**config.mk**
```make
export PLATFORM = sky130hd
export DESIGN_NAME = sliding_window
export DESIGN_NICKNAME = d
export VERILOG_FILES = /design/src/rtl/cv_pkg.sv /design/src/rtl/sliding_window_line_buffer.sv /design/src/rtl/sliding_window.sv
export SDC_FILE = /design/constraint.sdc
export NUM_CORES = 1
export LEC_CHECK = 0
export ABC_AREA = 1
export BUFFER_PORTS_ARGS = -buffer_cell sky130_fd_sc_hd__buf_2
export CELL_PAD_IN_SITES_DETAIL_PLACEMENT = 0
export CELL_PAD_IN_SITES_GLOBAL_PLACEMENT = 1
export CORE_AREA = 2 2 181 183
export CTS_CLUSTER_DIAMETER = 60
export DETAILED_ROUTE_END_ITERATION = 16
export DIE_AREA = 0 0 183 185
export HOLD_SLACK_MARGIN = 0.02
export PLACE_DENSITY = 0.64
export SETUP_SLACK_MARGIN = 0.4
export SLEW_MARGIN = 5
export SYNTH_ARGS = -nofsm -noshare
export SYNTH_HDL_FRONTEND = slang
export SYNTH_SLANG_ARGS = --single-unit
```
**constraint.sdc**
```tcl
create_clock -name clk_i -period 4.1 [get_ports clk_i]
set_input_delay 0.82 -clock clk_i [delete_from_list [all_inputs] [get_ports clk_i]]
set_output_delay 0.82 -clock clk_i [all_outputs]
set_load 0.05 [all_outputs]
```
**src/rtl/cv_pkg.sv**
```systemverilog
`default_nettype none
// ============================================================================
// Module      : cv_pkg
// Description : Shared vision-pipeline types and default frame geometry.
// Revision    : 1.0 - initial release
// ============================================================================
package cv_pkg;

    typedef enum logic [0:0] {
        FILL   = 1'b0,
        ACTIVE = 1'b1
    } state_t;

    localparam int c_LINE_WIDTH_DEFAULT   = 160;
    localparam int c_IMAGE_HEIGHT_DEFAULT = 120;

endpackage
`default_nettype wire

```
**src/rtl/sliding_window_line_buffer.sv**
```systemverilog
`default_nettype none
// ============================================================================
// Module      : line_buffer
// Description : Enable-gated shift line; data_o is the input Depth accepts ago.
// Revision    : 1.0 - initial release
// ============================================================================
module line_buffer
    import cv_pkg::*;
#(
    parameter int Depth = c_LINE_WIDTH_DEFAULT,
    parameter int Width = 1
) (
    input  logic             clk_i,
    input  logic             en_i,
    input  logic [Width-1:0] data_i,
    output logic [Width-1:0] data_o
);

    // Contents are always overwritten before being observed, so no reset.
    logic [Width-1:0] r_mem [Depth];

    always_ff @(posedge clk_i) begin
        if (en_i) begin
            r_mem[0] <= data_i;
            for (int i = 1; i < Depth; i++) begin
                r_mem[i] <= r_mem[i-1];
            end
        end
    end

    assign data_o = r_mem[Depth-1];

endmodule
`default_nettype wire

```
**src/rtl/sliding_window.sv**
```systemverilog
`default_nettype none
// ============================================================================
// Module      : sliding_window
// Description : KxK raster window generator (valid convolution, no padding).
//               Define SLIDING_WINDOW_LAST_EN to add last_o (final window).
// Revision    : 1.0 - initial release
// ============================================================================
module sliding_window
    import cv_pkg::*;
#(
    parameter int KernelWidth = 3,
    parameter int WidthIn     = 1,
    parameter int LineWidth   = c_LINE_WIDTH_DEFAULT,
    parameter int ImageHeight = c_IMAGE_HEIGHT_DEFAULT
) (
    input  logic clk_i,
    input  logic rst_i,
    input  logic valid_i,
    input  logic [WidthIn-1:0] data_i,
    output logic ready_o,
    output logic valid_o,
    output logic [KernelWidth*KernelWidth-1:0][WidthIn-1:0] window_o,
    input  logic ready_i
`ifdef SLIDING_WINDOW_LAST_EN
    ,
    output logic last_o
`endif
);

    localparam int KernelArea = KernelWidth * KernelWidth;
    localparam int c_COL_W = (LineWidth > 1) ? $clog2(LineWidth) : 1;
    localparam int c_ROW_W = (ImageHeight > 1) ? $clog2(ImageHeight) : 1;
    localparam logic [c_COL_W-1:0] c_COL_LAST      = c_COL_W'(LineWidth - 1);
    localparam logic [c_COL_W-1:0] c_COL_FIRST_WIN = c_COL_W'(KernelWidth - 1);
    localparam logic [c_ROW_W-1:0] c_ROW_LAST      = c_ROW_W'(ImageHeight - 1);
    localparam logic [c_ROW_W-1:0] c_ROW_FILL_LAST = c_ROW_W'(KernelWidth - 2);

    state_t                             r_state;
    state_t                             w_state_next;
    logic [c_COL_W-1:0]                 r_col;
    logic [c_ROW_W-1:0]                 r_row;
    logic                               r_valid;
    logic [KernelArea-1:0][WidthIn-1:0] r_window;
    logic [KernelArea-1:0][WidthIn-1:0] w_window_next;
    logic                               w_accept;
    logic                               w_xfer;
    logic                               w_emit;
    logic                               w_col_last;
    logic                               w_frame_last;
    logic [WidthIn-1:0]                 w_lb_out  [KernelWidth-1];
    logic [WidthIn-1:0]                 w_column  [KernelWidth];
    logic [WidthIn-1:0]                 r_sr      [KernelWidth][KernelWidth];
    logic [WidthIn-1:0]                 w_sr_next [KernelWidth][KernelWidth];

    assign ready_o      = !r_valid || ready_i;
    assign w_accept     = valid_i && ready_o;
    assign w_xfer       = r_valid && ready_i;
    assign w_col_last   = (r_col == c_COL_LAST);
    assign w_frame_last = w_col_last && (r_row == c_ROW_LAST);

    // Line buffers are chained: buffer i delays the stream by (i+1) rows.
    genvar gi;
    generate
        for (gi = 0; gi < KernelWidth - 1; gi++) begin : g_lb
            logic [WidthIn-1:0] w_in;
            if (gi == 0) begin : g_first
                assign w_in = data_i;
            end else begin : g_chain
                assign w_in = w_lb_out[gi-1];
            end
            line_buffer #(
                .Depth (LineWidth),
                .Width (WidthIn)
            ) u_lb (
                .clk_i  (clk_i),
                .en_i   (w_accept),
                .data_i (w_in),
                .data_o (w_lb_out[gi])
            );
        end

        for (gi = 0; gi < KernelWidth; gi++) begin : g_col
            if (gi == KernelWidth - 1) begin : g_newest
                assign w_column[gi] = data_i;
            end else begin : g_buffered
                assign w_column[gi] = w_lb_out[KernelWidth-2-gi];
            end
        end
    endgenerate

    always_comb begin
        w_sr_next     = r_sr;
        w_window_next = '0;
        for (int r = 0; r < KernelWidth; r++) begin
            for (int c = 0; c < KernelWidth - 1; c++) begin
                w_sr_next[r][c] = r_sr[r][c+1];
            end
            w_sr_next[r][KernelWidth-1] = w_column[r];
        end
        for (int r = 0; r < KernelWidth; r++) begin
            for (int c = 0; c < KernelWidth; c++) begin
                w_window_next[r*KernelWidth+c] = w_sr_next[r][c];
            end
        end
    end

    always_ff @(posedge clk_i) begin
        if (w_accept) begin
            r_sr <= w_sr_next;
        end
    end

    always_ff @(posedge clk_i) begin
        if (rst_i) begin
            r_col <= '0;
            r_row <= '0;
        end else if (w_accept) begin
            if (w_col_last) begin
                r_col <= '0;
                r_row <= (r_row == c_ROW_LAST) ? '0 : r_row + 1'b1;
            end else begin
                r_col <= r_col + 1'b1;
            end
        end
    end

    always_ff @(posedge clk_i) begin
        if (rst_i) begin
            r_state <= FILL;
        end else begin
            r_state <= w_state_next;
        end
    end

    always_comb begin
        w_state_next = r_state;
        case (r_state)
            FILL:    if (w_accept && w_col_last && (r_row == c_ROW_FILL_LAST)) w_state_next = ACTIVE;
            ACTIVE:  if (w_accept && w_frame_last) w_state_next = FILL;
            default: w_state_next = FILL;
        endcase
    end

    // Columns left of K-1 still hold the previous row, so they gate emission.
    always_comb begin
        w_emit = 1'b0;
        if (r_state == ACTIVE) begin
            w_emit = w_accept && (r_col >= c_COL_FIRST_WIN);
        end
    end

    always_ff @(posedge clk_i) begin
        if (rst_i) begin
            r_valid  <= 1'b0;
            r_window <= '0;
        end else if (w_emit) begin
            r_valid  <= 1'b1;
            r_window <= w_window_next;
        end else if (w_xfer) begin
            r_valid  <= 1'b0;
        end
    end

    assign valid_o  = r_valid;
    assign window_o = r_window;

`ifdef SLIDING_WINDOW_LAST_EN
    logic r_last;

    always_ff @(posedge clk_i) begin
        if (rst_i) begin
            r_last <= 1'b0;
        end else if (w_emit) begin
            r_last <= w_frame_last;
        end
    end

    assign last_o = r_last;
`endif

endmodule
`default_nettype wire

```
Word-level counts from Yosys, hierarchy flattened
Memories as Yosys holds them, arrays and structs flattened.
Index checks and enable logic that the tools add are counted.

storage, ports and cells
  bits in registers = 32
  RAM bits = 320
  bits of input ports = 5
  output and inout port bits = 11
  logic and storage cells = 49
  memories kept = 2

cells by class
  add/sub/neg operators = 2
  $lt $le $gt $ge = 1
  eq/ne operators = 3
  muxes and demuxes = 10
  bitwise operators = 1
  reduce and logical (&&, ||, !) cells = 11

memories
  memory              depth  bits a word  rd ports  clocked after memory_dff  write ports  RTL line                          RTL
  g_lb[0].u_lb.r_mem  160    1            160       0                         160          sliding_window_line_buffer.sv:20  logic [Width-1:0] r_mem [Depth];
  g_lb[1].u_lb.r_mem  160    1            160       0                         160          sliding_window_line_buffer.sv:20

operators by type and width
  operator             count
  $add 8x1->8 const B  1
  $eq 8x8->1 const B   1
  $ge 8x2->1 const B   1
  $mux 8               1
  $add 7x1->7 const B  1
  $eq 7x1->1 const B   1
  $eq 7x7->1 const B   1
  $logic_and 1x1->1    7
  $mux 1               7
  $mux 7               1
  $pmux 1 s2           1
  $reduce_and 2->1     1
  $reduce_bool 2->1    1
  $logic_not 1->1      1
  $logic_or 1x1->1     1
  $not 1->1            1

Longest topological paths before layout
Gate-level depths: netlist of the first run.

  depth after elaboration = 7
  depth in mapped cells = 9
  mapped depth without buffers = 9

Hierarchy
A second synthesis of the first run with hierarchy kept.

unflattened totals
  cell total of the unflattened synthesis = 511
  area total of the unflattened synthesis = 11234.5 um2

modules (own cells, without submodules)
  module          instances  cells an instance  area an instance (um2)  seq. area each (um2)
  line_buffer     2          160                4804.6                  4804.6
  sliding_window  1          191                1625.3                  700.7

Worst setup path before layout of the first run
No wires, ideal clock.

  path kind = in2reg
  start = input port ready_i
  end = register r_row[3]
  setup time = 119 ps
  data arrival time = 3995 ps
  data required time = 3981 ps
  setup slack = -14 ps
  cell stages on the path = 6
  path buffers = 1
  cells stage by stage = inv_1 -> a21boi_4 -> buf_4 -> nand4_1 -> nand2_1 -> a21oi_1

on the way
  cells in the longest elaborated chain, start to end = 3

ends and longest elaborated chain
  item                        RTL line               RTL
  from (decl)                 sliding_window.sv:23   input logic ready_i
  $logic_or 1x1->1            sliding_window.sv:55   assign ready_o = !r_valid || ready_i;
  $logic_and 1x1->1           sliding_window.sv:56   assign w_accept = valid_i && ready_o;
  $reduce_and 2->1 (no line)  n/a
  to (signal assigned)        sliding_window.sv:120  r_row <= (r_row == c_ROW_LAST) ? '0 : r_row + 1'b1;
  to (decl)                   sliding_window.sv:41   logic [c_ROW_W-1:0] r_row;

No other way between the ends.
A chain may end at the register's enable or synchronous reset.

Worst setup path in the final report of the first run
  start = input port ready_i
  end = output port ready_o

on the way
  cells in the longest elaborated chain, start to end = 1

ends and longest elaborated chain
  item              RTL line              RTL
  $logic_or 1x1->1  sliding_window.sv:55
  to (decl)         sliding_window.sv:20  output logic ready_o,

No other way between the ends.

==> results of run 1 <==
flip-flops by register name, indices dropped and copies added, names as in the netlist:
signal,cells
r_row,7
r_sr,2
r_col,8
window_o,9
g_lb.u_lb.r_mem,320
valid_o,1
r_state,1
layer usage:
metal / vias up / GRT usage / part of all wire
met2: 77 / 0.112 / 0.42
met4: 0 / 0.0298 / 0.021
met1: 2141 / 0.130 / 0.52
met3: 29 / 0.0236 / 0.041
li1: 2056 / - / -
met5: - / 0 / 0
cells in the mapped netlist:
library cell    n
dfxtp_1        26
nor2_8          1
nand2_2         6
inv_1          21
nor2_1         28
nor2_4          3
ha_1            4
nand3_1        12
nand3b_1        1
o21ai_1         8
nand4_1         7
buf_6           1
buf_2           3
nor4_1          1
nand3_2         1
buf_4           1
nand2_4         1
o21ai_0         2
o21ai_2         2
a21boi_4        1
a21oi_1         8
a21oi_2         1
xor2_1          3
nand2_1        34
nor3_1         11
nor2_2          6
edfxtp_1      322
worst paths after layout:
| check | endpoint | startpoint |
|---|---|---|
| worst min-delay path | g_lb[0].u_lb.r_mem[4][21] | g_lb[0].u_lb.r_mem[4][20] |
| worst min register to register | g_lb[0].u_lb.r_mem[4][21] | g_lb[0].u_lb.r_mem[4][20] |
| worst max register to register | g_lb[0].u_lb.r_mem[3][29] | valid_o |
| worst max-delay path | ready_o | ready_i |
power by group through the flow:
| stage | Combinational [W] | Clock (W) | Sequential [W] |
|---|---|---|---|
| finish | 0.0000922 | 0.00289 | 0.00414 |
| global route | 0.000103 | 0.00314 | 0.00416 |
| CTS | 0.0000940 | 0.00301 | 0.00415 |
| detailed placement | 0.0000955 | 0 | 0.00421 |
| global placement | 0.0000890 | 0 | 0.00421 |
| floorplan | 0.0000664 | 0 | 0.00419 |
placed cells by master (no fill, tap or decap), types with 2 or more instances in the layout:
master and n:
a21oi_1 8, buf_12 3, buf_2 15, clkbuf_1 8, clkbuf_16 36, clkinv_1 7, clkinv_2 5, dfxtp_1 26
edfxtp_1 322, ha_1 4, inv_1 21, nand2_1 34, nand2_2 6, nand3_1 12, nand4_1 7, nor2_1 28
nor2_2 6, nor2_4 3, nor3_1 11, o21ai_0 2, o21ai_1 8, o21ai_2 2, xor2_1 3
cell type report:
class                   count  area [um2]  share of cell area
repair buffers             19         143              0.0112
clock inverters            17         123             0.00962
multi-input cells         141         767              0.0602
clock buffers              44         931              0.0731
inverters                  21        78.8             0.00619
well taps                 408         510              0.0401
flip-flops and latches    348       10200               0.800
per-stage QoR:
| stage | setup WS, ns | instances | instance area [um2] | hold slack, ns |
|---|---|---|---|---|
| finish | 1.92 | 998 | 12700 | 0.409 |
| global route | 1.89 | 998 | 12700 | 0.416 |
| detailed placement | 1.53 | 937 | 11700 | 0.405 |
| global placement | 1.59 | 937 | 11700 | 0.401 |
| floorplan | 0.685 | 515 | 11100 | 0.400 |
| CTS | 1.91 | 998 | 12700 | 0.413 |
worst max-delay path: cells and delay by family:
family | cells | cell delay [ns]
buffers and inverters | 3 | 0.45
AND/OR/NAND/NOR | 1 | 0.08
cell families after synthesis:
group,Yosys count,synth area share
xor gates and xnor gates,3,0.00237
and+or+nand+nor,112,0.0502
buffers and inverters,26,0.0102
DFF,348,0.921
adders and majority gates,4,0.00452
AOI/OAI and AO/OA,22,0.0122
==> results.cfg, run 1 <==
[synthesis]
ys_types = 27
synth_top_cell_area_share = 0.874
postSynthRegisterBits = 348
synth_cells = 515
share_of_the_yosys_chip_area_belonging_to_registers = 0.921
post_synth_net_total = 524
netlist.top_cell.by_area = edfxtp_1
ys_warn_count = 0
avgSynthCellArea_um2 = 21.5
cell_area_after_synthesis_um2 = 11100
ys_top_cells_by_area = edfxtp_1, dfxtp_1, nand2_1

[floorplan]
floorplan.die.width_um = 183
rows = 66
starting_utilization_of_the_core_area = 0.345
total_core_area_um2 = 32000
die-height_um = 185
ioPinCount = 16
die_area_um2 = 33900

[sta]
slew-limit-headroom = 0.575
final-setup-viol-count = 0
drv_slew = 0
fin_worst_skew_ns = 0.0201
worst_slew_pin_slew_ns = 0.638
timing_hold_violations_final = 0
grt_setup_unrepaired = false
fin_crit_ns = 2.18
fmax_mhz = 459
post-route-period-util = 0.531
fin_setup_tns_ns = 0

[critical_path]
critical_path.max_fanout = 3
crit_path_start_kind = input port
reg2reg_depth = 2
cpPeakStageDelay_ns = 0.21
critical_path.most_common_cell = buf_2
arrival_ns = 1.36
reg2reg_slack_ns = 2.19
critPathRequiredTime_ns = 3.28
worst_setup_path_end_kind = output port
crit_path_category = in -> out
crit_chain = buf_2 > inv_1 > nand2_2 > buf_2
crit_slowest_cell = buf_2

[clocking]
cts_buffers = 35
cts_num_sinks = 348
worstSkewPairLatency_ns = 0.51
cts.hold.buffers_added = 0
clk_path_buf_depth = 3
cts_root_buf = clkbuf_16
number_of_setup_buffers_added_after_cts = 0
post_cts_resize_count = 0
ctsHtreeMaxLevel = 2
cts_tree = yes
clkTransAtPathRegs_ns = 0.06

[layout]
antenna_cells_inserted = 0
final_nets = 575
finalCoreUtilization = 0.398
area_delta_synth_final_pct = 15.1
share_of_post_route_cells_with_drive_strength_above_1 = 0.147
filler_cell_count = 2841

[status]
status = finished clean

[global_routing]
grt_pass1_wl_um = 22700
overflow = 0
first_global_vias = 4120
grtUsageTotal = 0.0838
initial_antenna_violation_count = 0
maximum_number_of_pins_on_one_net_before_global_route_repair = 123

[drt]
routed_wire_length_per_instance_um = 14.0
ant_nets = 0
wl_um = 14000
detail_route.drc_violations = 0
drt-vias-per-instance = 4.31
dr.first_iter.drc_count = 390
firstDrtPassIters = 6
via_count = 4303

[power]
max-vdd-ir-drop_mv = 0.276
sequentialPowerShare = 0.581
p_per_cell_area_nw_per_um2 = 559
power.share.combinational = 0.013
power.share.switching = 0.189
leakage_power_nw = 4.36
clock_power_share = 0.406
power.internal_w = 0.00578
switchingPower_w = 0.00135
design_power_total_w = 0.00713

[place]
place_congestion = 0.739
detailed_place_hpwl_um = 6560
port-buffer-count = 15

[hold_path]
hold_depth = 0
hold_path.class = reg -> reg

[job]
max_cap_viol_count = 0
(Power assumes the default switching activity.)
==> run 2: changes to the inputs <==
==> constraint.sdc (replaced) <==
create_clock -name clk_i -period 2 [get_ports clk_i]
set_input_delay 0.4 -clock clk_i [delete_from_list [all_inputs] [get_ports clk_i]]
set_output_delay 0.4 -clock clk_i [all_outputs]
set_load 0.05 [all_outputs]
==> run 2 against run 1 <==
Largest cell class unchanged. Cell area up 1.4%. Clock skew fell by 0.0024 ns. Combinational power is 150% higher. Critical path depth shrank 3. Hold slack worse by 0.30 ns. Power up 110%. Utilization is 0.55 points higher. Non-clock buffer count is 11 higher.
==> results.cfg, run 2 (synthesized netlist as in run 1, its figures left out) <==
[layout]
filler_cell_count = 2811
stdcell_count = 1013
largest_register_ff_count = 320
area_delta_synth_final_pct = 16.7
antenna_cells_inserted = 0
final_nets = 587
regArea_um2 = 10200
share_of_post_route_cells_with_drive_strength_above_1 = 0.177
layout_common_cells = edfxtp_1, clkbuf_16, nand2_1
layout.cells.most_common = edfxtp_1
largest-register = g_lb.u_lb.r_mem
multi_input_area_um2 = 767

[sta]
post-route-period-util = 0.779
final-setup-viol-count = 0
fin_worst_skew_ns = 0.0177
fmax_mhz = 642
timing_hold_violations_final = 0
worst_slew_pin_slew_ns = 0.456
slew-limit-headroom = 0.696
grt_setup_unrepaired = false
fin_setup_tns_ns = 0
drv_slew = 0
fin_crit_ns = 1.56
timing.final.ws_setup_ns = 0.443

[floorplan]
rows = 66
starting_utilization_of_the_core_area = 0.345
ioPinCount = 16
die_area_um2 = 33900
floorplan.die.width_um = 183
total_core_area_um2 = 32000
die-height_um = 185

[clocking]
cts_buffers = 36
cts.hold.buffers_added = 0
ctsHtreeMaxLevel = 2
cts_root_buf = clkbuf_16
clk_path_buf_depth = 3
clkTransAtPathRegs_ns = 0.06
cts_tree = yes
worstSkewPairLatency_ns = 0.51
cts_num_sinks = 348

[place]
detailed_place_hpwl_um = 6940
place_congestion = 0.730
port-buffer-count = 15
preCtsSetupSlack_ns = 0.260
dpl.cell_count = 945

[critical_path]
cp_top_family = flip-flops
arrival_ns = 1.16
critPathRequiredTime_ns = 1.60
crit_slowest_cell = dfxtp_1
cpPeakStageDelay_ns = 0.38
worst_setup_path_end_kind = output port
crit_path_category = reg -> out
crit_cells = 1
crit_path_start_kind = flop
critical_path.max_fanout = 2
crit_chain = buf_2
worst-path-buf-inv = 1
reg2reg_depth = 3

[power]
leakage_power_nw = 4.45
max-vdd-ir-drop_mv = 0.591
p_per_cell_area_nw_per_um2 = 1150
design_power_total_w = 0.0148

[drt]
firstDrtPassIters = 4
detail_route.drc_violations = 0
wl_um = 14200
dr.first_iter.drc_count = 313
routed_wire_length_per_instance_um = 14.0
via_count = 4415
drt-vias-per-instance = 4.36
ant_nets = 0

[global_routing]
grt_pass1_wl_um = 23000
maximum_number_of_pins_on_one_net_before_global_route_repair = 87
first_global_vias = 4344
grtUsageTotal = 0.0849
initial_antenna_violation_count = 0
overflow = 0

[status]
status = finished clean

[job]
max_cap_viol_count = 0

[hold_path]
hold_path.class = in -> reg
hold_depth = 1
[run 2: changes by cell type in the layout (fill, tap and decap cells not counted), moves of 2 or more]
cell      before  now
buf_2         15   10
buf_4          1   13
buf_12         3    6
clkinv_1       7    4
inv_6          1    3
clkinv_2       5    9
[run 2: area by class of cell]
| type | instances | area share |
|---|---|---|
| clock buffer | 43 | 0.0718 |
| clock inverter | 22 | 0.0130 |
| inverter | 21 | 0.00610 |
| multi-input combinational | 141 | 0.0594 |
| sequential | 348 | 0.789 |
| tap | 408 | 0.0395 |
| timing repair buffer | 30 | 0.0213 |
[run 2: repair_timing]
item,4_1_cts,5_1_grt
setup buffers,0,3
pin swaps,0,1
gates resized for setup,4,2
cloned,0,0
setup endpoints to repair,4,11
[run 2: per-layer routing]
metal  wire [um]  track usage  up-vias
li1            -            -     2075
met5           0            0        -
met4         335       0.0355        0
met3         652       0.0250       35
met2        5920        0.118       80
met1        7320        0.125     2225
[run 2: final timing paths]
kind                                  start                         to  slack, ns
setup reg to reg                    valid_o  g_lb[0].u_lb.r_mem[3][20]       0.54
hold / removal                       data_i   g_lb[0].u_lb.r_mem[0][0]       0.11
setup / recovery                window_o[4]                window_o[4]       0.44
hold reg to reg   g_lb[0].u_lb.r_mem[4][30]  g_lb[0].u_lb.r_mem[4][31]       0.41
[run 2: through the flow]
stage | instance area [um2] | hold WS, ns | utilization
5_1_grt | 12900 | 0.0906 | 0.403
4_1_cts | 12900 | 0.0875 | 0.402
3_3_place_gp | 11800 | 0.402 | 0.368
2_1_floorplan | 11100 | 0.400 | -
6_report | 12900 | 0.109 | 0.403
3_5_place_dp | 11800 | 0.405 | 0.368
[run 2: report_power, final]
group          internal (W)  switching, W  total [W]
clock network       0.00349       0.00262    0.00611
registers           0.00837      0.000113    0.00849
logic             0.0000591      0.000166   0.000226
total                0.0119       0.00290     0.0148
==> run 3: changes to the inputs <==
--- a/config.mk
+++ b/config.mk
@@ -14,7 +14,7 @@
 export DETAILED_ROUTE_END_ITERATION = 16
 export DIE_AREA = 0 0 183 185
 export HOLD_SLACK_MARGIN = 0.02
-export PLACE_DENSITY = 0.64
+export PLACE_DENSITY = 0.62
 export SETUP_SLACK_MARGIN = 0.4
 export SLEW_MARGIN = 5
 export SYNTH_ARGS = -nofsm -noshare
==> constraint.sdc (replaced) <==
create_clock -name clk_i -period 1.6 [get_ports clk_i]
set_input_delay 0.32 -clock clk_i [delete_from_list [all_inputs] [get_ports clk_i]]
set_output_delay 0.32 -clock clk_i [all_outputs]
set_load 0.05 [all_outputs]
==> run 3 against run 2 <==
Power is 26% higher. Register-to-register slack worse by 0.37 ns. Sequential cell count stayed put. Sequential power is 25% higher. Cell area is 11% higher.
==> results.cfg, run 3 (synthesized netlist as in run 1, its figures left out) <==
[drt]
drt-vias-per-instance = 4.37
routed_wire_length_per_instance_um = 15.2
firstDrtPassIters = 4
ant_nets = 0
via_count = 4676
wl_um = 16300
dr.first_iter.drc_count = 314
detail_route.drc_violations = 0

[critical_path]
critical_path.max_fanout = 10
crit_slowest_cell = dfxtp_4
crit_chain = a21boi_4 > buf_6 > buf_12 > buf_6 > buf_6 > buf_16
crit_path_category = reg -> reg
arrival_ns = 1.63
critical_path.most_common_cell = buf_6
cpPeakStageDelay_ns = 0.37
cp_top_family = buffers and inverters
worst-path-buf-inv = 5
critPathRequiredTime_ns = 1.81
worst_setup_path_end_kind = flop
crit_path_start_kind = flop

[power]
p_per_cell_area_nw_per_um2 = 1300
sequentialPowerShare = 0.566
clock_power_share = 0.398
max-vdd-ir-drop_mv = 0.792
switchingPower_w = 0.00360
leakage_power_nw = 5.09
power.share.combinational = 0.036
power.share.switching = 0.192
power.internal_w = 0.0151
design_power_total_w = 0.0187

[sta]
worst_slew_pin_slew_ns = 0.301
drv_slew = 0
fin_worst_skew_ns = 0.0160
grt_setup_unrepaired = true
timing_hold_violations_final = 0
final_worst_hold_slack_ns = 0.190
timing.final.ws_setup_ns = 0.175
final-setup-viol-count = 0
fin_crit_ns = 1.43
slew-limit-headroom = 0.799
fmax_mhz = 702
post-route-period-util = 0.891

[global_routing]
initial_antenna_violation_count = 0
grt.met3_usage = 0.0230
met1_usage = 0.137
gr-usage-met2 = 0.143
grt_pass1_wl_um = 25700
grtUsageTotal = 0.0955
maximum_number_of_pins_on_one_net_before_global_route_repair = 36
top_usage_layer = met2
first_global_vias = 4725
overflow = 0

[floorplan]
die-height_um = 185
total_core_area_um2 = 32000
floorplan.die.width_um = 183
starting_utilization_of_the_core_area = 0.345
die_area_um2 = 33900
rows = 66
ioPinCount = 16

[layout]
layout.cells.most_common = edfxtp_1
largest_register_ff_count = 320
share_of_post_route_cells_with_drive_strength_above_1 = 0.311
largest-register = g_lb.u_lb.r_mem
area_delta_synth_final_pct = 30.0
final_nets = 648
layout_common_cells = edfxtp_1, clkbuf_16, nand2_1
antenna_cells_inserted = 0

[place]
port-buffer-count = 15
detailed_place_hpwl_um = 7030
preCtsSetupSlack_ns = 0.0342
place_congestion = 0.758

[hold_path]
hold_path.class = in -> reg

[clocking]
cts_num_sinks = 348
cts_root_buf = clkbuf_16
worstSkewPairLatency_ns = 0.50
clkTransAtPathRegs_ns = 0.06
cts_buffers = 34
cts_tree = yes
clk_path_buf_depth = 3
ctsHtreeMaxLevel = 2

[job]
max_cap_viol_count = 0

[status]
status = finished clean
## run 3: through the flow
stage | cells | setup TNS, ns | util | cell area (um2)
2_1_floorplan | 515 | -113.70 | - | 11100
3_3_place_gp | 951 | 0 | 0.371 | 11900
3_5_place_dp | 951 | 0 | 0.371 | 11900
4_1_cts | 1056 | 0 | 0.439 | 14100
5_1_grt | 1070 | 0 | 0.449 | 14400
6_report | 1070 | 0 | 0.449 | 14400
## run 3: layer usage
layer	up-vias	share of wire
met5	-	0
met4	0	0.018
met3	21	0.036
met2	78	0.46
met1	2372	0.49
li1	2205	-
## run 3: timing repair
item,CTS,global route
gates cloned,18,6
pin swaps,14,15
endpoints found under the setup margin,332,358
hold buffers,1,0
resized for setup,110,29
hold endpoints to repair,1,0
setup buffers,27,8
## run 3: cell type report
type | instances | area, um2
multi-input combinational | 142 | 978
fill | 2623 | 17700
tap | 408 | 510
clock inverter | 21 | 163
inverter | 21 | 81.3
timing repair buffer | 92 | 1550
sequential | 348 | 10200
clock buffer | 38 | 887
## run 3: worst reg2reg max path, cell delays in order, from the launching register on
cell	delay, ns
dfxtp_4	0.37
a21boi_4	0.16
buf_6	0.13
buf_12	0.15
buf_6	0.13
buf_6	0.10
buf_16	0.11
## run 3: path summary, 6_finish.rpt
path	startpoint	end	slack, ns	cells after the start
setup / recovery	valid_o	g_lb[0].u_lb.r_mem[2][29]	0.17	6
hold / removal	rst_i	r_row[1]	0.19	3
setup reg to reg	valid_o	g_lb[0].u_lb.r_mem[2][29]	0.17	6
hold reg to reg	g_lb[1].u_lb.r_mem[53][0]	g_lb[1].u_lb.r_mem[53][1]	0.40	0
## run 3: power by group through the flow
| stage | sequential, W | clock [W] | combinational [W] |
|---|---|---|---|
| final | 0.0106 | 0.00747 | 0.000670 |
| after global routing | 0.0107 | 0.00809 | 0.000713 |
| after CTS | 0.0106 | 0.00771 | 0.000597 |
| after detailed placement | 0.0108 | 0 | 0.000302 |
| after global placement | 0.0108 | 0 | 0.000284 |
| after floorplan | 0.0107 | 0 | 0.000177 |
